**config.mk**
```make
export PLATFORM = sky130hd
export DESIGN_NAME = riscv_core_mul_ctrl_flat
export DESIGN_NICKNAME = d
export VERILOG_FILES = /design/src/rtl/riscv_core_mul_ctrl_if.sv /design/src/rtl/riscv_core_mul_ctrl.sv /design/src/flat_wrapper.sv
export SDC_FILE = /design/constraint.sdc
export NUM_CORES = 1
export LEC_CHECK = 0
export CAP_MARGIN = 25
export CORE_AREA = 2 2 182 184
export DETAILED_ROUTE_END_ITERATION = 8
export DIE_AREA = 0 0 184 186
export GPL_TIMING_DRIVEN = 0
export PLACE_DENSITY = 0.88
export SETUP_SLACK_MARGIN = 0.2
export SLEW_MARGIN = 15
export SYNTH_ARGS = -nofsm -noshare
export SYNTH_HDL_FRONTEND = slang
export SYNTH_SLANG_ARGS = --single-unit
```
**constraint.sdc**
```tcl
create_clock -name i_mulctrl_clk -period 4.4 [get_ports i_mulctrl_clk]
set_input_delay 0.88 -clock i_mulctrl_clk [delete_from_list [all_inputs] [get_ports i_mulctrl_clk]]
set_output_delay 0.88 -clock i_mulctrl_clk [all_outputs]
set_load 0.01 [all_outputs]
```
**src/rtl/riscv_core_mul_ctrl_if.sv**
```systemverilog
// Bundle of the request, response and multiplier-side signals of the
// RV64 M-extension multiply sequencer.
interface riscv_core_mul_ctrl_if #(
  parameter int XLEN  = 64,
  parameter int TAG_W = 5
) ();

  logic                  i_mulctrl_valid;
  logic                  o_mulctrl_ready;
  logic [1:0]            i_mulctrl_op;
  logic [XLEN-1:0]       i_mulctrl_rs1;
  logic [XLEN-1:0]       i_mulctrl_rs2;
  logic [TAG_W-1:0]      i_mulctrl_tag;
  logic                  i_mulctrl_flush;
  logic                  o_mulctrl_valid;
  logic                  i_mulctrl_ready;
  logic [XLEN-1:0]       o_mulctrl_result;
  logic [TAG_W-1:0]      o_mulctrl_tag;
  logic                  o_mul_en;
  logic [XLEN-1:0]       o_mul_multiplicand;
  logic [XLEN-1:0]       o_mul_multiplier;
  logic                  i_mul_done;
  logic [2*XLEN-1:0]     i_mul_product;

  // Sequencer side
  modport slave (
    input  i_mulctrl_valid, i_mulctrl_op, i_mulctrl_rs1, i_mulctrl_rs2,
           i_mulctrl_tag, i_mulctrl_flush, i_mulctrl_ready,
           i_mul_done, i_mul_product,
    output o_mulctrl_ready, o_mulctrl_valid, o_mulctrl_result, o_mulctrl_tag,
           o_mul_en, o_mul_multiplicand, o_mul_multiplier
  );

  // Pipeline / multiplier side
  modport master (
    output i_mulctrl_valid, i_mulctrl_op, i_mulctrl_rs1, i_mulctrl_rs2,
           i_mulctrl_tag, i_mulctrl_flush, i_mulctrl_ready,
           i_mul_done, i_mul_product,
    input  o_mulctrl_ready, o_mulctrl_valid, o_mulctrl_result, o_mulctrl_tag,
           o_mul_en, o_mul_multiplicand, o_mul_multiplier
  );

endinterface

```
**src/rtl/riscv_core_mul_ctrl.sv**
```systemverilog
// Sequencer for MUL/MULH/MULHSU/MULHU in front of the iterative unsigned
// multiplier: takes operand magnitudes, starts the multiplier, restores the
// sign of the 128-bit product and returns the selected half with its tag.
module riscv_core_mul_ctrl #(
  parameter int XLEN  = 64,
  parameter int TAG_W = 5
) (
  input logic                  i_mulctrl_clk,
  input logic                  i_mulctrl_rstn,
  riscv_core_mul_ctrl_if.slave bus
);

  typedef enum logic [2:0] {
    IDLE  = 3'd0,
    START = 3'd1,
    BUSY  = 3'd2,
    DRAIN = 3'd3,
    RESP  = 3'd4
  } state_e;

  typedef enum logic [1:0] {
    OP_MUL    = 2'b00,
    OP_MULH   = 2'b01,
    OP_MULHSU = 2'b10,
    OP_MULHU  = 2'b11
  } mul_op_e;

  state_e               state_q;
  state_e               state_d;
  mul_op_e              op_q;
  logic                 neg_q;
  logic [TAG_W-1:0]     tag_q;
  logic [XLEN-1:0]      mcand_q;
  logic [XLEN-1:0]      mplier_q;
  logic [XLEN-1:0]      result_q;

  mul_op_e              req_op;
  logic                 rs1_signed;
  logic                 rs2_signed;
  logic                 req_zero;
  logic                 accept;
  logic [XLEN-1:0]      rs1_mag;
  logic [XLEN-1:0]      rs2_mag;
  logic [2*XLEN-1:0]    prod_fix;
  logic [XLEN-1:0]      prod_sel;

  // Request decode: sign flags, magnitudes (|-2^63| wraps to 2^63 unsigned) and zero fast path
  always_comb begin
    req_op     = mul_op_e'(bus.i_mulctrl_op);
    rs1_signed = ((req_op == OP_MULH) || (req_op == OP_MULHSU)) && bus.i_mulctrl_rs1[XLEN-1];
    rs2_signed = (req_op == OP_MULH) && bus.i_mulctrl_rs2[XLEN-1];
    rs1_mag    = rs1_signed ? ({XLEN{1'b0}} - bus.i_mulctrl_rs1) : bus.i_mulctrl_rs1;
    rs2_mag    = rs2_signed ? ({XLEN{1'b0}} - bus.i_mulctrl_rs2) : bus.i_mulctrl_rs2;
    req_zero   = (bus.i_mulctrl_rs1 == '0) || (bus.i_mulctrl_rs2 == '0);
    accept     = (state_q == IDLE) && bus.i_mulctrl_valid && !bus.i_mulctrl_flush;
    prod_fix   = neg_q ? ({(2*XLEN){1'b0}} - bus.i_mul_product) : bus.i_mul_product;
    prod_sel   = (op_q == OP_MUL) ? prod_fix[XLEN-1:0] : prod_fix[2*XLEN-1:XLEN];
  end

  // State register
  always_ff @(posedge i_mulctrl_clk) begin
    if (!i_mulctrl_rstn) begin
      state_q <= IDLE;
    end else begin
      state_q <= state_d;
    end
  end

  // Next-state logic; a flush coinciding with done discards the product outright
  always_comb begin
    state_d = state_q;
    unique case (state_q)
      IDLE:    if (accept) state_d = req_zero ? RESP : START;
      START:   state_d = bus.i_mulctrl_flush ? IDLE : BUSY;
      BUSY: begin
        if (bus.i_mulctrl_flush)  state_d = bus.i_mul_done ? IDLE : DRAIN;
        else if (bus.i_mul_done)  state_d = RESP;
      end
      DRAIN:   if (bus.i_mul_done) state_d = IDLE;
      RESP:    if (bus.i_mulctrl_flush || bus.i_mulctrl_ready) state_d = IDLE;
      default: state_d = IDLE;
    endcase
  end

  // Operand, tag and result registers; operands stay put until the next accept
  always_ff @(posedge i_mulctrl_clk) begin
    if (!i_mulctrl_rstn) begin
      op_q     <= OP_MUL;
      neg_q    <= 1'b0;
      tag_q    <= '0;
      mcand_q  <= '0;
      mplier_q <= '0;
      result_q <= '0;
    end else if (accept) begin
      op_q     <= req_op;
      neg_q    <= rs1_signed ^ rs2_signed;
      tag_q    <= bus.i_mulctrl_tag;
      mcand_q  <= rs1_mag;
      mplier_q <= rs2_mag;
      result_q <= '0;
    end else if ((state_q == BUSY) && bus.i_mul_done && !bus.i_mulctrl_flush) begin
      result_q <= prod_sel;
    end
  end

  // Outputs; everything is forced low while reset is held
  always_comb begin
    bus.o_mulctrl_ready    = (state_q == IDLE) && i_mulctrl_rstn;
    bus.o_mul_en           = (state_q == START) && !bus.i_mulctrl_flush && i_mulctrl_rstn;
    bus.o_mulctrl_valid    = (state_q == RESP) && !bus.i_mulctrl_flush && i_mulctrl_rstn;
    bus.o_mulctrl_result   = result_q;
    bus.o_mulctrl_tag      = tag_q;
    bus.o_mul_multiplicand = mcand_q;
    bus.o_mul_multiplier   = mplier_q;
  end

endmodule

```
**src/flat_wrapper.sv**
```systemverilog
// flat-port wrapper written by rule: the top's interface ports become plain ports
module riscv_core_mul_ctrl_flat 
#(
  parameter int XLEN  = 64,
  parameter int TAG_W = 5
)
  (i_mulctrl_clk, i_mulctrl_rstn, bus_i_mulctrl_valid, bus_i_mulctrl_op, bus_i_mulctrl_rs1, bus_i_mulctrl_rs2, bus_i_mulctrl_tag, bus_i_mulctrl_flush, bus_i_mulctrl_ready, bus_i_mul_done, bus_i_mul_product, bus_o_mulctrl_ready, bus_o_mulctrl_valid, bus_o_mulctrl_result, bus_o_mulctrl_tag, bus_o_mul_en, bus_o_mul_multiplicand, bus_o_mul_multiplier);
  riscv_core_mul_ctrl_if #(.XLEN(XLEN), .TAG_W(TAG_W)) bus_i ();
  input logic i_mulctrl_clk;
  input logic i_mulctrl_rstn;
  input wire logic [$bits(bus_i.i_mulctrl_valid)-1:0] bus_i_mulctrl_valid;
  input wire logic [$bits(bus_i.i_mulctrl_op)-1:0] bus_i_mulctrl_op;
  input wire logic [$bits(bus_i.i_mulctrl_rs1)-1:0] bus_i_mulctrl_rs1;
  input wire logic [$bits(bus_i.i_mulctrl_rs2)-1:0] bus_i_mulctrl_rs2;
  input wire logic [$bits(bus_i.i_mulctrl_tag)-1:0] bus_i_mulctrl_tag;
  input wire logic [$bits(bus_i.i_mulctrl_flush)-1:0] bus_i_mulctrl_flush;
  input wire logic [$bits(bus_i.i_mulctrl_ready)-1:0] bus_i_mulctrl_ready;
  input wire logic [$bits(bus_i.i_mul_done)-1:0] bus_i_mul_done;
  input wire logic [$bits(bus_i.i_mul_product)-1:0] bus_i_mul_product;
  output wire logic [$bits(bus_i.o_mulctrl_ready)-1:0] bus_o_mulctrl_ready;
  output wire logic [$bits(bus_i.o_mulctrl_valid)-1:0] bus_o_mulctrl_valid;
  output wire logic [$bits(bus_i.o_mulctrl_result)-1:0] bus_o_mulctrl_result;
  output wire logic [$bits(bus_i.o_mulctrl_tag)-1:0] bus_o_mulctrl_tag;
  output wire logic [$bits(bus_i.o_mul_en)-1:0] bus_o_mul_en;
  output wire logic [$bits(bus_i.o_mul_multiplicand)-1:0] bus_o_mul_multiplicand;
  output wire logic [$bits(bus_i.o_mul_multiplier)-1:0] bus_o_mul_multiplier;
  assign bus_i.i_mulctrl_valid = bus_i_mulctrl_valid;
  assign bus_i.i_mulctrl_op = bus_i_mulctrl_op;
  assign bus_i.i_mulctrl_rs1 = bus_i_mulctrl_rs1;
  assign bus_i.i_mulctrl_rs2 = bus_i_mulctrl_rs2;
  assign bus_i.i_mulctrl_tag = bus_i_mulctrl_tag;
  assign bus_i.i_mulctrl_flush = bus_i_mulctrl_flush;
  assign bus_i.i_mulctrl_ready = bus_i_mulctrl_ready;
  assign bus_i.i_mul_done = bus_i_mul_done;
  assign bus_i.i_mul_product = bus_i_mul_product;
  assign bus_o_mulctrl_ready = bus_i.o_mulctrl_ready;
  assign bus_o_mulctrl_valid = bus_i.o_mulctrl_valid;
  assign bus_o_mulctrl_result = bus_i.o_mulctrl_result;
  assign bus_o_mulctrl_tag = bus_i.o_mulctrl_tag;
  assign bus_o_mul_en = bus_i.o_mul_en;
  assign bus_o_mul_multiplicand = bus_i.o_mul_multiplicand;
  assign bus_o_mul_multiplier = bus_i.o_mul_multiplier;
  riscv_core_mul_ctrl #(.XLEN(XLEN), .TAG_W(TAG_W)) u_core (.i_mulctrl_clk(i_mulctrl_clk), .i_mulctrl_rstn(i_mulctrl_rstn), .bus(bus_i));
endmodule
```
Yosys cells after proc, flatten, opt, wreduce, memory -nomap -nowiden

Cells that the tools add are included.

Add/sub/neg operators: 3
Equality and inequality tests: 10
Mux-type cells: 13
Bitwise gates (word level): 2
Reductions and logical operators: 21

Operator list:

| kind                                                                     | count |
|---|---|
| 64-bit 2-to-1 mux                                                        | 3 |
| 64-bit zero test                                                         | 2 |
| 128-bit 2-to-1 mux                                                       | 1 |
| 1-bit by 128-bit subtractor with 128-bit output (first input constant)   | 1 |
| 1-bit by 64-bit subtractor with 64-bit output (first input constant)     | 2 |
| 3-bit 2-to-1 mux                                                         | 6 |
| 3-bit one-hot mux with 5 select lines                                    | 1 |
| 1-bit logical AND                                                        | 11 |
| 3-bit by 2-bit == test with 1-bit output (second input constant)         | 2 |
| 2-bit 2-to-1 mux                                                         | 2 |
| 2-bit by 1-bit inequality test with 1-bit output (second input constant) | 2 |
| 4-bit AND reduction                                                      | 1 |
| 3-bit by 1-bit == test with 1-bit output (second input constant)         | 1 |
| 3-bit == test (second input constant)                                    | 1 |
| 3-bit zero test                                                          | 1 |
| 1-bit logical OR                                                         | 3 |
| 3-bit inequality test (second input constant)                            | 1 |
| 2-bit by 1-bit == test with 1-bit output (second input constant)         | 1 |
| 2-bit == test (second input constant)                                    | 1 |
| 2-bit zero test                                                          | 1 |
| 2-bit inequality test (second input constant)                            | 1 |
| 2-bit OR reduction                                                       | 1 |
| 1-bit zero test                                                          | 1 |
| 1-bit inverter                                                           | 1 |
| 1-bit XOR                                                                | 1 |

Bits in registers: 203
Bits of input ports: 269
Output and inout bits: 200
Word-level logic and storage cells: 56

Longest topological paths before layout

Depth after elaboration: 5
Depth in mapped cells: 10
Depth with buffers taken out: 9

Worst setup path before layout

Ideal clock, no wire load.

Path kind: input to register
From: in bus_i_mul_product[16]
To: reg u_core.result_q[38], in the netlist u_core.bus.o_mulctrl_result[38]
Library setup time: 60 ps
Arrival: 3398 ps
Data required time: 4340 ps
Slack: 942 ps
Cell stages on the path: 9
Path buffers: 2
Cells stage by stage: or3_1 clkbuf_1 or4_1 or4_1 clkbuf_1 o31ai_1 xor2_1 a2111oi_0 and3_1

Word-level cells in the longest chain between the ends: 3

RTL lines:

| element                                         | RTL line                   | RTL |
|---|---|---|
| start, declared                                 | flat_wrapper.sv:19         | `input wire logic [$bits(bus_i.i_mul_product)-1:0] bus_i_mul_product;` |
| 1-bit by 128-bit subtractor with 128-bit output | riscv_core_mul_ctrl.sv:56  | `prod_fix = neg_q ? ({(2*XLEN){1'b0}} - bus.i_mul_product) : bus.i_mul_product;` |
| 128-bit 2-to-1 mux                              | riscv_core_mul_ctrl.sv:56  |  |
| 64-bit 2-to-1 mux                               | riscv_core_mul_ctrl.sv:57  | `prod_sel = (op_q == OP_MUL) ? prod_fix[XLEN-1:0] : prod_fix[2*XLEN-1:XLEN];` |
| end signal, assigned                            | riscv_core_mul_ctrl.sv:102 | `result_q <= prod_sel;` |
| end, declared                                   | riscv_core_mul_ctrl.sv:35  | `logic [XLEN-1:0] result_q;` |

Every way passes these cells.
A chain may end at the register's enable or synchronous reset.

Final worst setup path

From: reg u_core.op_q[1]
To: reg u_core.result_q[57], in the netlist u_core.bus.o_mulctrl_result[57]

Word-level cells in the longest chain between the ends: 2

RTL lines:

| element                | RTL line                  | RTL |
|---|---|---|
| start, declared        | riscv_core_mul_ctrl.sv:30 | `mul_op_e op_q;` |
| start signal, assigned | riscv_core_mul_ctrl.sv:95 | `op_q <= req_op;` |
| 2-bit zero test        | riscv_core_mul_ctrl.sv:57 |  |
| 64-bit 2-to-1 mux      | riscv_core_mul_ctrl.sv:57 |  |

Every way passes these cells.

==> impl_metrics.json <==
{
  "outcome": "finished with violations",
  "failed_checks": "DRC, setup timing",
  "final_util_pct": 64.0,
  "final-instance-count-excl-fill": 2875,
  "drcViolationCount": 1,
  "worst_pin_slew_ns": 1.26,
  "grt_util_all_layers_pct": 49.7,
  "grt_util_met2_pct": 76.3,
  "grt_pass1_wl_mm": 125,
  "leakage_nw": 7.01,
  "dpl_cells": 2817,
  "design.die.area_sq_um": 34200,
  "ys.flop_type": "sky130_fd_sc_hd__dfxtp_1",
  "critical_path.startpoint_type": "flop",
  "hold_violations": 0,
  "totalNegativeSetupSlack_ns": -0.0424,
  "grt_pass1_vias": 19067,
  "number_of_h_tree_branching_levels": 1,
  "post_cts_hold_buffer_count": 0,
  "drt_wl_total_mm": 88.5,
  "worst_ir_drop_vdd_mv": 0.304,
  "floorplan.die.width_um": 184,
  "number_of_placed_i_o_pins": 469,
  "place_area_sq_um": 19500,
  "hold_path.class": "flop to flop",
  "final_cell_area_sq_um": 20600,
  "final_critical_path_setup_slack_ns": -0.0424,
  "grt_overflow_total": 0,
  "core_area_sq_um": 32200,
  "synthArstFlopShare_pct": 0,
  "pwr_density_cell_nw_per_um2": 288,
  "flow.area_growth_from_synthesis_pct": 43.3,
  "critPathCaptureType": "flop",
  "clk_root_buffer_cell": "sky130_fd_sc_hd__clkbuf_16",
  "yosysUniqueCellTypes": 72,
  "detail_route.first_pass.iterations": 9,
  "timing.clock.skew_ns": 0.00920,
  "inserted_clock_buffers": 25,
  "route.detailed.vias_per_inst": 7.01,
  "drt_wl_cell_um": 30.8,
  "setup_viol": 1,
  "grt_antenna_before_repair": 6,
  "timing_max_transition_violations_final": 0,
  "synth_sequential_area_ratio_pct": 28.2,
  "cts.sinks": 203,
  "yosys_warnings": 0,
  "placer_congestion": 1.06,
  "place_hpwl_mm": 67.7,
  "grt.busiest_layer": "met2",
  "port-buffer-count": 459,
  "critical_path_arrival_ns": 4.90,
  "peak_fanout_along_the_critical_path": 10,
  "clock_network_latency_to_the_later_pin_of_the_worst_skew_pair_ns": 0.57,
  "initial_core_util_pct": 44.7,
  "rsz0062_at_grt": "yes",
  "synthesized_area_sq_um": 14400,
  "layout_worst_path_cycle_share_pct": 101,
  "timing.final.crit_period_ns": 4.44,
  "dr.first_iter.drc_count": 3284,
  "synth.avg_cell_area_sq_um": 7.39,
  "fp.dieH_um": 186,
  "routed-via-count": 20143,
  "clock_path_buffers": 3,
  "detail-route-antenna-nets": 0,
  "number_of_flops_mapped_to_enable_cells_by_yosys": 0,
  "global_route.usage.met3_pct": 19.2,
  "drv.max_cap_violation_count": 0,
  "clock_tree_from_tritoncts": "yes",
  "ys_ff_latch": 203,
  "synthCells": 1948,
  "clock_slew_at_reported_path_ffs_ns": 0.06,
  "grt_max_degree": 15,
  "syn_nets": 2221,
  "worst_ep_required_time_ns": 4.86,
  "timing.fmax_mhz": 225,
  "drive_above_1_share_pct": 4.59,
  "use_met1_pct": 54.9,
  "timing_worst_setup_path_type": "flop to flop",
  "fin_nets": 2715,
  "num_rows": 66,
  "relSlewSlack_pct": 16.0
}
==> kinds of logic (layout without fill, tap and decap cells) <==
family / after synthesis / after routing / share of synthesized area, %
compound gates: 572 / 572 / 26.1
xor+xnor: 161 / 161 / 9.80
fa+ha+maj: 4 / 4 / 0.348
buf+inv: 153 / 666 / 4.02
flops: 203 / 203 / 28.2
mux: 29 / 29 / 2.04
other cells: 0 / 6 / 0
simple gates: 826 / 826 / 29.5
==> registers in the layout (all words and copies together) (netlist names) <==
register                       count
u_core.bus.o_mulctrl_result       64
u_core.op_q                        2
u_core.bus.o_mul_multiplier       64
u_core.bus.o_mulctrl_tag           5
u_core.state_q                     3
u_core.neg_q                       1
u_core.bus.o_mul_multiplicand     64
==> path summary, 6_finish.rpt <==
kind	start	to	slack, ns	cells past startpoint
setup / recovery	u_core.op_q[1]	u_core.bus.o_mulctrl_result[57]	-0.04	7
hold / removal	u_core.bus.o_mulctrl_result[3]	u_core.bus.o_mulctrl_result[3]	0.45	2
setup reg to reg	u_core.op_q[1]	u_core.bus.o_mulctrl_result[57]	-0.04	7
hold reg to reg	u_core.bus.o_mulctrl_result[3]	u_core.bus.o_mulctrl_result[3]	0.45	2
==> report_power, final <==
part | internal [W] | total [W] | switching, W
combinational | 0.000620 | 0.00153 | 0.000914
sequential | 0.00193 | 0.00199 | 0.0000615
clock | 0.00142 | 0.00242 | 0.000993
==> metal layers <==
layer / wire length [um] / part of all wire [%]
met5: 13 / 0.015
met4: 8810 / 9.9
met3: 13200 / 15
met2: 36800 / 42
met1: 29700 / 34
==> area by class of cell <==
class,count,area (sq um)
Tap cell,408,510
Inverter,20,75.1
Buffer,133,504
Clock buffer,27,643
Fill cell,2671,11600
Antenna cell,6,15.0
Sequential cell,203,4060
Timing Repair Buffer,467,4660
Clock inverter,19,278
Multi-Input combinational cell,1592,9880
==> through the flow <==
stage	hold slack, ns	setup WS, ns	power, W
after detailed placement	0.436	-0.835	0.00346
after CTS	0.443	0.0823	0.00582
after global routing	0.470	0.102	0.00602
after floorplan	0.451	0.942	0.00260
final	0.446	-0.0424	0.00594
after global placement	0.429	-1.38	0.00344
==> cells in the final DEF (no fill, tap or decap), types with 26 or more instances in the layout <==
cell,count
sky130_fd_sc_hd__nand4_1,33
sky130_fd_sc_hd__nor4_1,60
sky130_fd_sc_hd__nor2_1,167
sky130_fd_sc_hd__o31ai_1,38
sky130_fd_sc_hd__xor2_1,66
sky130_fd_sc_hd__nand3_1,54
sky130_fd_sc_hd__a31oi_1,41
sky130_fd_sc_hd__clkbuf_1,128
sky130_fd_sc_hd__mux2i_1,26
sky130_fd_sc_hd__nand2_1,226
sky130_fd_sc_hd__a21oi_1,120
sky130_fd_sc_hd__o21ai_0,167
sky130_fd_sc_hd__or4_1,43
sky130_fd_sc_hd__xnor2_1,95
sky130_fd_sc_hd__nor3_1,82
sky130_fd_sc_hd__dfxtp_1,203
sky130_fd_sc_hd__o211a_1,36
sky130_fd_sc_hd__clkdlybuf4s50_1,459
sky130_fd_sc_hd__or3_1,41
==> worst max-delay path: stages (launching register included) <==
cell and delay, ns:
sky130_fd_sc_hd__dfxtp_1 0.36, sky130_fd_sc_hd__or2_2 0.12, sky130_fd_sc_hd__clkbuf_1 0.77, sky130_fd_sc_hd__clkbuf_1 0.78, sky130_fd_sc_hd__clkbuf_1 0.68, sky130_fd_sc_hd__clkbuf_1 0.89
sky130_fd_sc_hd__nand2_1 0.36, sky130_fd_sc_hd__a32o_1 0.36
==> timing repair <==
item,4_1_cts,5_1_grt
pin swaps,2,1
resized for setup,3,17
setup endpoints to repair,26,23
gates cloned,0,0
setup buffers,3,2
endpoints found under the hold margin,0,0
==> cell usage after synthesis (11+ instances only) <==
master / count / area, sq um
sky130_fd_sc_hd__o221ai_1: 15 / 131
sky130_fd_sc_hd__or2_2: 15 / 93.8
sky130_fd_sc_hd__mux2i_1: 26 / 260
sky130_fd_sc_hd__nand4_1: 33 / 206
sky130_fd_sc_hd__nand2_1: 226 / 848
sky130_fd_sc_hd__o211ai_1: 16 / 120
sky130_fd_sc_hd__inv_1: 19 / 71.3
sky130_fd_sc_hd__a21boi_0: 11 / 82.6
sky130_fd_sc_hd__clkbuf_1: 128 / 480
sky130_fd_sc_hd__or4_1: 43 / 323
sky130_fd_sc_hd__xnor2_1: 95 / 832
sky130_fd_sc_hd__a31oi_1: 41 / 257
sky130_fd_sc_hd__a211oi_1: 22 / 165
sky130_fd_sc_hd__xor2_1: 66 / 578
sky130_fd_sc_hd__nand3_1: 55 / 275
sky130_fd_sc_hd__o41ai_1: 21 / 184
sky130_fd_sc_hd__nor4_1: 68 / 425
sky130_fd_sc_hd__nor2_1: 168 / 631
sky130_fd_sc_hd__nand2b_1: 18 / 113
sky130_fd_sc_hd__or3_1: 41 / 257
sky130_fd_sc_hd__and3_1: 14 / 87.6
sky130_fd_sc_hd__dfxtp_1: 203 / 4060
sky130_fd_sc_hd__a21oi_1: 120 / 601
sky130_fd_sc_hd__o31ai_1: 38 / 285
sky130_fd_sc_hd__o211a_1: 36 / 360
sky130_fd_sc_hd__nor3_1: 85 / 425
sky130_fd_sc_hd__o21ai_0: 168 / 841
(Power assumes the default switching activity.)
